**config.mk**
```make
export PLATFORM = sky130hd
export DESIGN_NAME = uart_tx
export DESIGN_NICKNAME = d
export VERILOG_FILES = /design/src/rtl/uart_tx.sv
export SDC_FILE = /design/constraint.sdc
export NUM_CORES = 1
export LEC_CHECK = 0
export CELL_PAD_IN_SITES_DETAIL_PLACEMENT = 1
export CELL_PAD_IN_SITES_GLOBAL_PLACEMENT = 1
export CORE_MARGIN = 4
export CORE_UTILIZATION = 47
export CTS_CLUSTER_SIZE = 40
export DETAILED_ROUTE_END_ITERATION = 16
export GPL_TIMING_DRIVEN = 0
export PLACE_DENSITY = 0.95
export SYNTH_ARGS = -nofsm -noshare
export SYNTH_HDL_FRONTEND = slang
export SYNTH_SLANG_ARGS = --single-unit
```
**constraint.sdc**
```tcl
create_clock -name clk6x -period 6.6 [get_ports clk6x]
set_clock_uncertainty 0.05 [all_clocks]
set_input_delay 1.98 -clock clk6x [delete_from_list [all_inputs] [get_ports clk6x]]
set_output_delay 1.98 -clock clk6x [all_outputs]
set_load 0.02 [all_outputs]
```
**src/rtl/uart_tx.sv**
```systemverilog
// rtl/uart_tx.sv - UART transmitter draining a FIFO read port onto txd_o
// Frame: start, DATABITS data LSB first, optional parity, 1 or 2 stop bits.
module uart_tx #(
  parameter int DATABITS = 8,
  parameter int DIVW     = 16
) (
  input  logic                clk6x,
  input  logic                resetn,
  input  logic [DIVW-1:0]     baud_div_i,
  input  logic                parity_en_i,
  input  logic                parity_odd_i,
  input  logic                stop2_i,
  input  logic                cts_i,
  input  logic [DATABITS-1:0] fifo_data_i,
  input  logic                fifo_empty_i,
  output logic                fifo_deq_o,
  output logic                txd_o,
  output logic                busy_o
);

  localparam int CW = $clog2(DATABITS + 1);

  typedef enum logic [2:0] {
    IDLE,
    START,
    DATA,
    PARITY,
    STOP
  } state_t;

  state_t              state_q, state_d;
  logic [DIVW-1:0]     baud_cnt_q, baud_cnt_d;
  logic [DIVW-1:0]     div_q, div_d;
  logic [CW-1:0]       bit_cnt_q, bit_cnt_d;
  logic [DATABITS-1:0] shift_q, shift_d;
  logic                par_q, par_d;
  logic                par_en_q, par_en_d;
  logic                stop2_q, stop2_d;
  logic                txd_q, txd_d;
  logic                busy_q, busy_d;
  logic                deq_q, deq_d;

  logic bit_end;
  logic last_stop;
  logic load;

  always_comb begin
    state_d    = state_q;
    baud_cnt_d = baud_cnt_q;
    div_d      = div_q;
    bit_cnt_d  = bit_cnt_q;
    shift_d    = shift_q;
    par_d      = par_q;
    par_en_d   = par_en_q;
    stop2_d    = stop2_q;
    txd_d      = txd_q;
    busy_d     = busy_q;
    deq_d      = 1'b0;

    bit_end   = (baud_cnt_q == div_q);
    last_stop = (state_q == STOP) && bit_end &&
                (bit_cnt_q == {{(CW-1){1'b0}}, stop2_q});
    load      = ((state_q == IDLE) || last_stop) && !fifo_empty_i && cts_i;

    if (state_q != IDLE) begin
      baud_cnt_d = bit_end ? '0 : baud_cnt_q + 1'b1;
    end

    // txd_d always carries the value of the bit that begins at this edge
    case (state_q)
      START: begin
        if (bit_end) begin
          state_d   = DATA;
          bit_cnt_d = '0;
          txd_d     = shift_q[0];
        end
      end
      DATA: begin
        if (bit_end) begin
          if (bit_cnt_q == CW'(DATABITS - 1)) begin
            bit_cnt_d = '0;
            if (par_en_q) begin
              state_d = PARITY;
              txd_d   = par_q;
            end else begin
              state_d = STOP;
              txd_d   = 1'b1;
            end
          end else begin
            shift_d   = shift_q >> 1;
            bit_cnt_d = bit_cnt_q + 1'b1;
            txd_d     = shift_q[1];
          end
        end
      end
      PARITY: begin
        if (bit_end) begin
          state_d   = STOP;
          bit_cnt_d = '0;
          txd_d     = 1'b1;
        end
      end
      STOP: begin
        if (bit_end) begin
          if (last_stop) begin
            state_d = IDLE;
            busy_d  = 1'b0;
            txd_d   = 1'b1;
          end else begin
            bit_cnt_d = bit_cnt_q + 1'b1;
          end
        end
      end
      default: begin
      end
    endcase

    // A load overrides the end-of-frame return to IDLE for back-to-back frames
    if (load) begin
      shift_d    = fifo_data_i;
      div_d      = baud_div_i;
      par_d      = (^fifo_data_i) ^ parity_odd_i;
      par_en_d   = parity_en_i;
      stop2_d    = stop2_i;
      txd_d      = 1'b0;
      busy_d     = 1'b1;
      deq_d      = 1'b1;
      state_d    = START;
      baud_cnt_d = '0;
      bit_cnt_d  = '0;
    end
  end

  always_ff @(posedge clk6x or negedge resetn) begin
    if (!resetn) begin
      state_q    <= IDLE;
      baud_cnt_q <= '0;
      div_q      <= '0;
      bit_cnt_q  <= '0;
      shift_q    <= '0;
      par_q      <= 1'b0;
      par_en_q   <= 1'b0;
      stop2_q    <= 1'b0;
      txd_q      <= 1'b1;
      busy_q     <= 1'b0;
      deq_q      <= 1'b0;
    end else begin
      state_q    <= state_d;
      baud_cnt_q <= baud_cnt_d;
      div_q      <= div_d;
      bit_cnt_q  <= bit_cnt_d;
      shift_q    <= shift_d;
      par_q      <= par_d;
      par_en_q   <= par_en_d;
      stop2_q    <= stop2_d;
      txd_q      <= txd_d;
      busy_q     <= busy_d;
      deq_q      <= deq_d;
    end
  end

  assign txd_o      = txd_q;
  assign busy_o     = busy_q;
  assign fifo_deq_o = deq_q;

endmodule

```
==> impl_metrics.py, run 1 <==
metrics = {
    "clock_network": {
        "cts_sinks": 53,
        "post-cts-setup-buffer-count": 0,
        "hold_buffers": 0,
        "cts_buffers": 5,
        "cts_buffer_depth": 2,
        "cts_resized": 0,
        "cts_tree": "yes",
        "insertion_delay_ps": 320,
        "root_buffer": "clkbuf_8",
        "path_clk_slew_ps": 110,
        "h-tree-depth": 2,
    },
    "yosys": {
        "synth_area_leaders": "dfrtp_1, xor2_1, mux2_2",
        "synth_cells": 254,
        "yosysWarningCount": 0,
        "synth_async_sr_flop_share_pct": 100,
        "yosysTopAreaCell": "dfrtp_1",
        "synth-edff-count": 0,
        "synth.yosys.seq_area_share_pct": 48.2,
        "syn_nets": 287,
        "yosys.area.top_type_share_pct": 47.3,
        "synth_area_um2": 2750,
        "synthFlopType": "dfrtp_1",
        "syn_avg_cell_area_um2": 10.8,
        "yosys.cell_types.count": 46,
        "ys_ff_latch": 53,
    },
    "layout": {
        "drive_gt1_share_pct": 12.5,
        "finish.utilization_pct": 58.5,
        "regArea_um2": 1330,
        "stdcell_count": 368,
        "syn_to_final_growth_pct": 19.2,
        "nFillCells": 623,
        "fin_area_um2": 3280,
        "diodes": 0,
        "nets": 328,
        "multi_input_area_um2": 1370,
    },
    "grt": {
        "met1_usage_pct": 25.1,
        "grt_pass1_vias": 2254,
        "antenna_found_initial": 0,
        "grt_pass1_wl_um": 11000,
        "grt_max_degree": 33,
        "met3_usage_pct": 3.24,
        "grt_util_all_layers_pct": 19.2,
        "gr-usage-met2_pct": 31.6,
        "gr-max-usage-layer": "met2",
        "grt-ovfl-total": 0,
    },
    "worst_hold_path": {
        "hold_start": "busy_o",
        "min_path_type": "flop to flop",
    },
    "worst_setup_path": {
        "cp.required_ps": 6800,
        "slowest_stage": "nor2b_1",
        "crit_family": "simple AND/OR/NAND/NOR gates",
        "startpoint_type": "primary input",
        "critPathKind": "primary input to flop",
        "reg2reg_from": "baud_cnt_q[7]",
        "crit_buf_inv": 1,
        "path_max_fanout": 9,
        "cp_cell_sequence": "clkdlybuf4s50_1, nor2b_1, o2111a_1, nand4_1, or3_1, a21oi_1",
        "cp.arrival_ps": 4240,
        "crit_path_max_incr_delay_ps": 480,
        "critPathLaunch": "cts_i",
        "cp-end-kind": "flop",
    },
    "detailed_routing": {
        "drt-vias-per-instance": 5.72,
        "routed_wl_um": 6370,
        "drt_pass1_iterations": 4,
        "num_vias": 2104,
        "wl_per_cell_um": 17.3,
        "drc": 0,
        "postRouteAntennaNets": 0,
        "drt_iter0_markers": 134,
    },
    "sta": {
        "tns_ps": 0,
        "holdWs_ps": 453,
        "timing.final.ws_setup_ps": 2560,
        "rsz0062_at_grt": "no",
        "fin_crit_sh_pct": 61.2,
        "period_minus_slack_ps": 4040,
        "worstMarginPinSlew_ps": 584,
        "final-hold-violation-count": 0,
        "drv_slew": 0,
        "slew_headroom_pct": 60.7,
        "fmax_mhz": 248,
        "finalSetupViolCount": 0,
    },
    "floorplanning": {
        "initial_core_util_pct": 49.1,
        "die_y_um": 84.5,
        "core_um2": 5610,
        "rows": 27,
        "dieArea_um2": 7150,
        "io_pins": 34,
        "fp.dieW_um": 84.5,
    },
    "place": {
        "hpwl_um": 4800,
        "gp_congestion": 0.852,
        "io_buffers": 33,
        "post-place-ws_ps": 2250,
        "dpl.cell_count": 360,
        "dpl_cell_area_um2": 3190,
    },
    "pwr": {
        "power_density_nw_per_um2": 170,
        "leakage_nw": 1.55,
        "p_total_mw": 0.557,
        "ir_drop_mv": 0.117,
    },
    "outcome": {
        "outcome": "completed",
    },
    "job": {
        "maxCapViolations": 0,
    },
}
final timing paths:
kind	end	slack, ps	cells past startpoint
max in group asynchronous	txd_o	4330	2
hold reg to reg	busy_o	450	2
min in group asynchronous	stop2_q	1560	1
hold / removal	busy_o	450	2
setup / recovery	baud_cnt_q[15]	2560	6
setup reg to reg	shift_q[5]	3570	6
cell usage after synthesis, types with 2 or more instances:
cell and number:
xnor2_1 7, xor2_1 27, nor2_1 16, dfrtp_1 52, a21boi_0 2, clkbuf_1 4
nor4_1 4, and2_1 2, a21oi_1 8, inv_1 7, a31oi_1 4, nand2_1 21
nor3_1 2, nand4_1 4, nor2b_1 3, mux2_1 12, o21ai_0 14, or3_1 5
nand3_1 7, buf_4 2, mux2_2 19, and3_1 3, o41ai_1 4, ha_1 2
nor3b_1 2
tightest hold or removal path: cells and delay by family, from the launching register on:
family	cells	cell delay (ps)
flops	1	360
simple gates	2	110
area by class of cell:
type / count / share of cell area (%)
buffer: 7 / 1.07
inverter: 7 / 0.800
sequential: 53 / 40.4
timing repair buffer: 34 / 10.5
tap: 72 / 2.74
multi-input combinational: 187 / 41.6
clock buffer: 5 / 2.10
clock inverter: 3 / 0.762
sequential cells by signal (all words and copies together) (netlist names):
signal	cells
par_q	1
shift_q	8
fifo_deq_o	1
par_en_q	1
txd_o	1
baud_cnt_q	16
stop2_q	1
div_q	16
state_q	3
bit_cnt_q	4
busy_o	1
power by group:
part           leakage [nW]  switching (mW)  total, mW  internal [mW]
registers             0.680               0      0.325          0.325
clock network        0.0447           0.118      0.194         0.0768
logic                 0.822          0.0159     0.0384         0.0225
logic make-up after synthesis:
kind of cell,after synthesis,synth area share [%]
AO/OA/AOI/OAI,42,9.81
XOR/XNOR,34,10.8
adder cells (fa/ha/maj),2,0.909
buffers and inverters,14,2.23
flip-flops,53,48.2
multiplexers,32,13.0
AND/OR/NAND/NOR,77,15.0
placed cells by master (no fill, tap or decap), types with 5 or more instances in the layout:
master / Yosys / layout
nand2_1: 21 / 21
a21oi_1: 8 / 8
mux2_2: 19 / 19
o21ai_0: 14 / 14
clkbuf_8: 0 / 5
xor2_1: 27 / 27
clkdlybuf4s50_1: 0 / 32
nor2_1: 16 / 16
mux2_1: 12 / 12
xnor2_1: 7 / 7
or3_1: 5 / 5
nand3_1: 7 / 7
dfrtp_1: 52 / 52
inv_1: 7 / 7
per-layer routing:
metal  up-vias  wire (um)
li1        985          -
met1      1075       2830
met2        34       3200
met3        10        214
met4         0        119
met5         -          0
No activity file was read; power rests on OpenSTA's default activity.
==> inputs of run 2 (changes only) <==
--- a/config.mk
+++ b/config.mk
@@ -8,11 +8,11 @@
 export CELL_PAD_IN_SITES_DETAIL_PLACEMENT = 1
 export CELL_PAD_IN_SITES_GLOBAL_PLACEMENT = 1
 export CORE_MARGIN = 4
-export CORE_UTILIZATION = 47
+export CORE_UTILIZATION = 44
 export CTS_CLUSTER_SIZE = 40
 export DETAILED_ROUTE_END_ITERATION = 16
 export GPL_TIMING_DRIVEN = 0
-export PLACE_DENSITY = 0.95
+export PLACE_DENSITY = 0.92
 export SYNTH_ARGS = -nofsm -noshare
 export SYNTH_HDL_FRONTEND = slang
 export SYNTH_SLANG_ARGS = --single-unit
==> constraint.sdc (replaced) <==
create_clock -name clk6x -period 4 [get_ports clk6x]
set_clock_uncertainty 0.05 [all_clocks]
set_input_delay 1.2 -clock clk6x [delete_from_list [all_inputs] [get_ports clk6x]]
set_output_delay 1.2 -clock clk6x [all_outputs]
set_load 0.02 [all_outputs]
==> run 2 against run 1 <==
Compared with the run above:
- core utilization fell by 3.8 points
- flip-flop and latch count did not move
- hold slack worse by 8.3 ps
- non-clock buffer count unchanged
- global-route usage fell by 0.57 points
- via count shrank 1.5%
- combinational power increased by 62%
- critical path type unchanged
- largest cell class unchanged
==> impl_metrics.py, run 2 (same netlist as run 1, synthesis figures left out) <==
metrics = {
    "pwr": {
        "clockPowerShare_pct": 33.3,
        "ir_drop_mv": 0.222,
        "power_density_nw_per_um2": 273,
        "leakage_nw": 1.54,
        "internal_power_mw": 0.697,
        "combPwrFrac_pct": 6.9,
        "seq_power_share_pct": 59.8,
        "power_switching_mw": 0.199,
        "switching_share_pct": 22.2,
    },
    "place": {
        "dpl.cell_count": 363,
        "io_buffers": 33,
        "hpwl_um": 4820,
        "gp_congestion": 0.788,
        "dpl_cell_area_um2": 3190,
    },
    "sta": {
        "fin_crit_sh_pct": 81.8,
        "period_minus_slack_ps": 3270,
        "finalSetupViolCount": 0,
        "fmax_mhz": 306,
        "tns_ps": 0,
        "worstMarginPinSlew_ps": 608,
        "drv_slew": 0,
        "rsz0062_at_grt": "no",
        "final-hold-violation-count": 0,
        "slew_headroom_pct": 59.4,
        "holdWs_ps": 445,
    },
    "detailed_routing": {
        "num_vias": 2073,
        "postRouteAntennaNets": 0,
        "drt-vias-per-instance": 5.59,
        "drt_iter0_markers": 101,
        "wl_per_cell_um": 17.4,
        "routed_wl_um": 6470,
        "drt_pass1_iterations": 4,
        "drc": 0,
    },
    "layout": {
        "reg_top3": "baud_cnt_q: 16 flops, div_q: 16 flops, shift_q: 8 flops",
        "layout_common_cells": "dfrtp_1, clkdlybuf4s50_1, xor2_1, nand2_1, mux2_2",
        "multi_input_area_um2": 1370,
        "finish.utilization_pct": 54.7,
        "layout_commonest_cell": "dfrtp_1",
        "regArea_um2": 1330,
        "nFillCells": 651,
        "stdcell_count": 371,
        "drive_gt1_share_pct": 11.8,
        "fin_area_um2": 3280,
        "syn_to_final_growth_pct": 19.0,
        "nets": 328,
        "diodes": 0,
    },
    "worst_setup_path": {
        "path_max_fanout": 9,
        "critPathLaunch": "cts_i",
        "cp.arrival_ps": 3460,
        "slowest_stage": "nor2b_1",
        "cp-end-kind": "flop",
        "rr_endpoint": "shift_q[2]",
        "startpoint_type": "primary input",
        "crit_path_max_incr_delay_ps": 510,
        "cp.required_ps": 4180,
        "reg2reg_depth": 6,
        "critPathKind": "primary input to flop",
        "reg2reg_from": "baud_cnt_q[7]",
        "cp_cell_sequence": "clkdlybuf4s50_1, nor2b_1, o2111a_1, nand4_1, or3_1, a21oi_1",
        "r2r_slack_ps": 940,
    },
    "grt": {
        "antenna_found_initial": 0,
        "grt_max_degree": 32,
        "grt-ovfl-total": 0,
        "grt_util_all_layers_pct": 18.6,
        "grt_pass1_wl_um": 11100,
        "grt_pass1_vias": 2294,
    },
    "worst_hold_path": {
        "holdPathEnd": "busy_o",
        "hold_depth": 2,
        "hold_start": "busy_o",
        "min_path_type": "flop to flop",
    },
    "clock_network": {
        "root_buffer": "clkbuf_8",
        "h-tree-depth": 2,
        "post-cts-setup-buffer-count": 0,
        "insertion_delay_ps": 300,
        "path_clk_slew_ps": 90,
        "hold_buffers": 0,
        "cts_sinks": 53,
        "cts_buffers": 5,
        "cts_resized": 0,
        "cts_buffer_depth": 2,
        "cts_tree": "yes",
    },
    "floorplanning": {
        "core_um2": 5990,
        "io_pins": 34,
        "rows": 28,
        "die_y_um": 87.1,
        "initial_core_util_pct": 46.0,
        "dieArea_um2": 7590,
        "fp.dieW_um": 87.1,
    },
    "job": {
        "maxCapViolations": 0,
    },
    "outcome": {
        "outcome": "completed",
    },
}
## run 2: metal layers
metal	part of all wire (%)	track usage (%)	vias to the layer above
met5	0	0	-
met4	1.0	5.44	0
met3	2.8	3.41	7
met2	51	31.7	27
met1	46	24.2	1052
li1	-	-	987
## run 2: how the worst max path moves through the flow
stage	endpoint	slack (ps)	cells after the start
after floorplan	baud_cnt_q[15]	1370	5
after global placement	bit_cnt_q[3]	110	1
after detailed placement	baud_cnt_q[15]	460	6
after CTS	baud_cnt_q[15]	750	6
after global routing	baud_cnt_q[15]	610	6
final	baud_cnt_q[15]	730	6
## run 2: worst max-delay path, delay by kind of cell
family	cells	cell delay, ps
AO/OA/AOI/OAI	2	510
AND/OR/NAND/NOR	3	1280
buffers and inverters	1	470
## run 2: metrics by stage
| stage | worst slack [ps] | total power, mW |
|---|---|---|
| after floorplan | 1370 | 0.562 |
| after global placement | 110 | 0.605 |
| after detailed placement | 463 | 0.609 |
| after CTS | 752 | 0.907 |
| after global routing | 606 | 0.934 |
| final | 728 | 0.896 |
## run 2: final cells by class
type | instances | share of cell area [%]
repair buffers | 34 | 10.5
clock buffers | 7 | 2.33
clock inverters | 1 | 0.229
inverters | 7 | 0.802
multi-input cells | 187 | 41.7
well taps | 75 | 2.86
plain buffers | 7 | 1.07
flip-flops and latches | 53 | 40.5
## run 2: power groups by stage
stage,registers (mW),logic (mW),clock network [mW]
detailed placement,0.546,0.0626,0
finish,0.535,0.0621,0.298
global placement,0.546,0.0594,0
CTS,0.535,0.0639,0.308
floorplan,0.546,0.0162,0
global route,0.536,0.0678,0.331
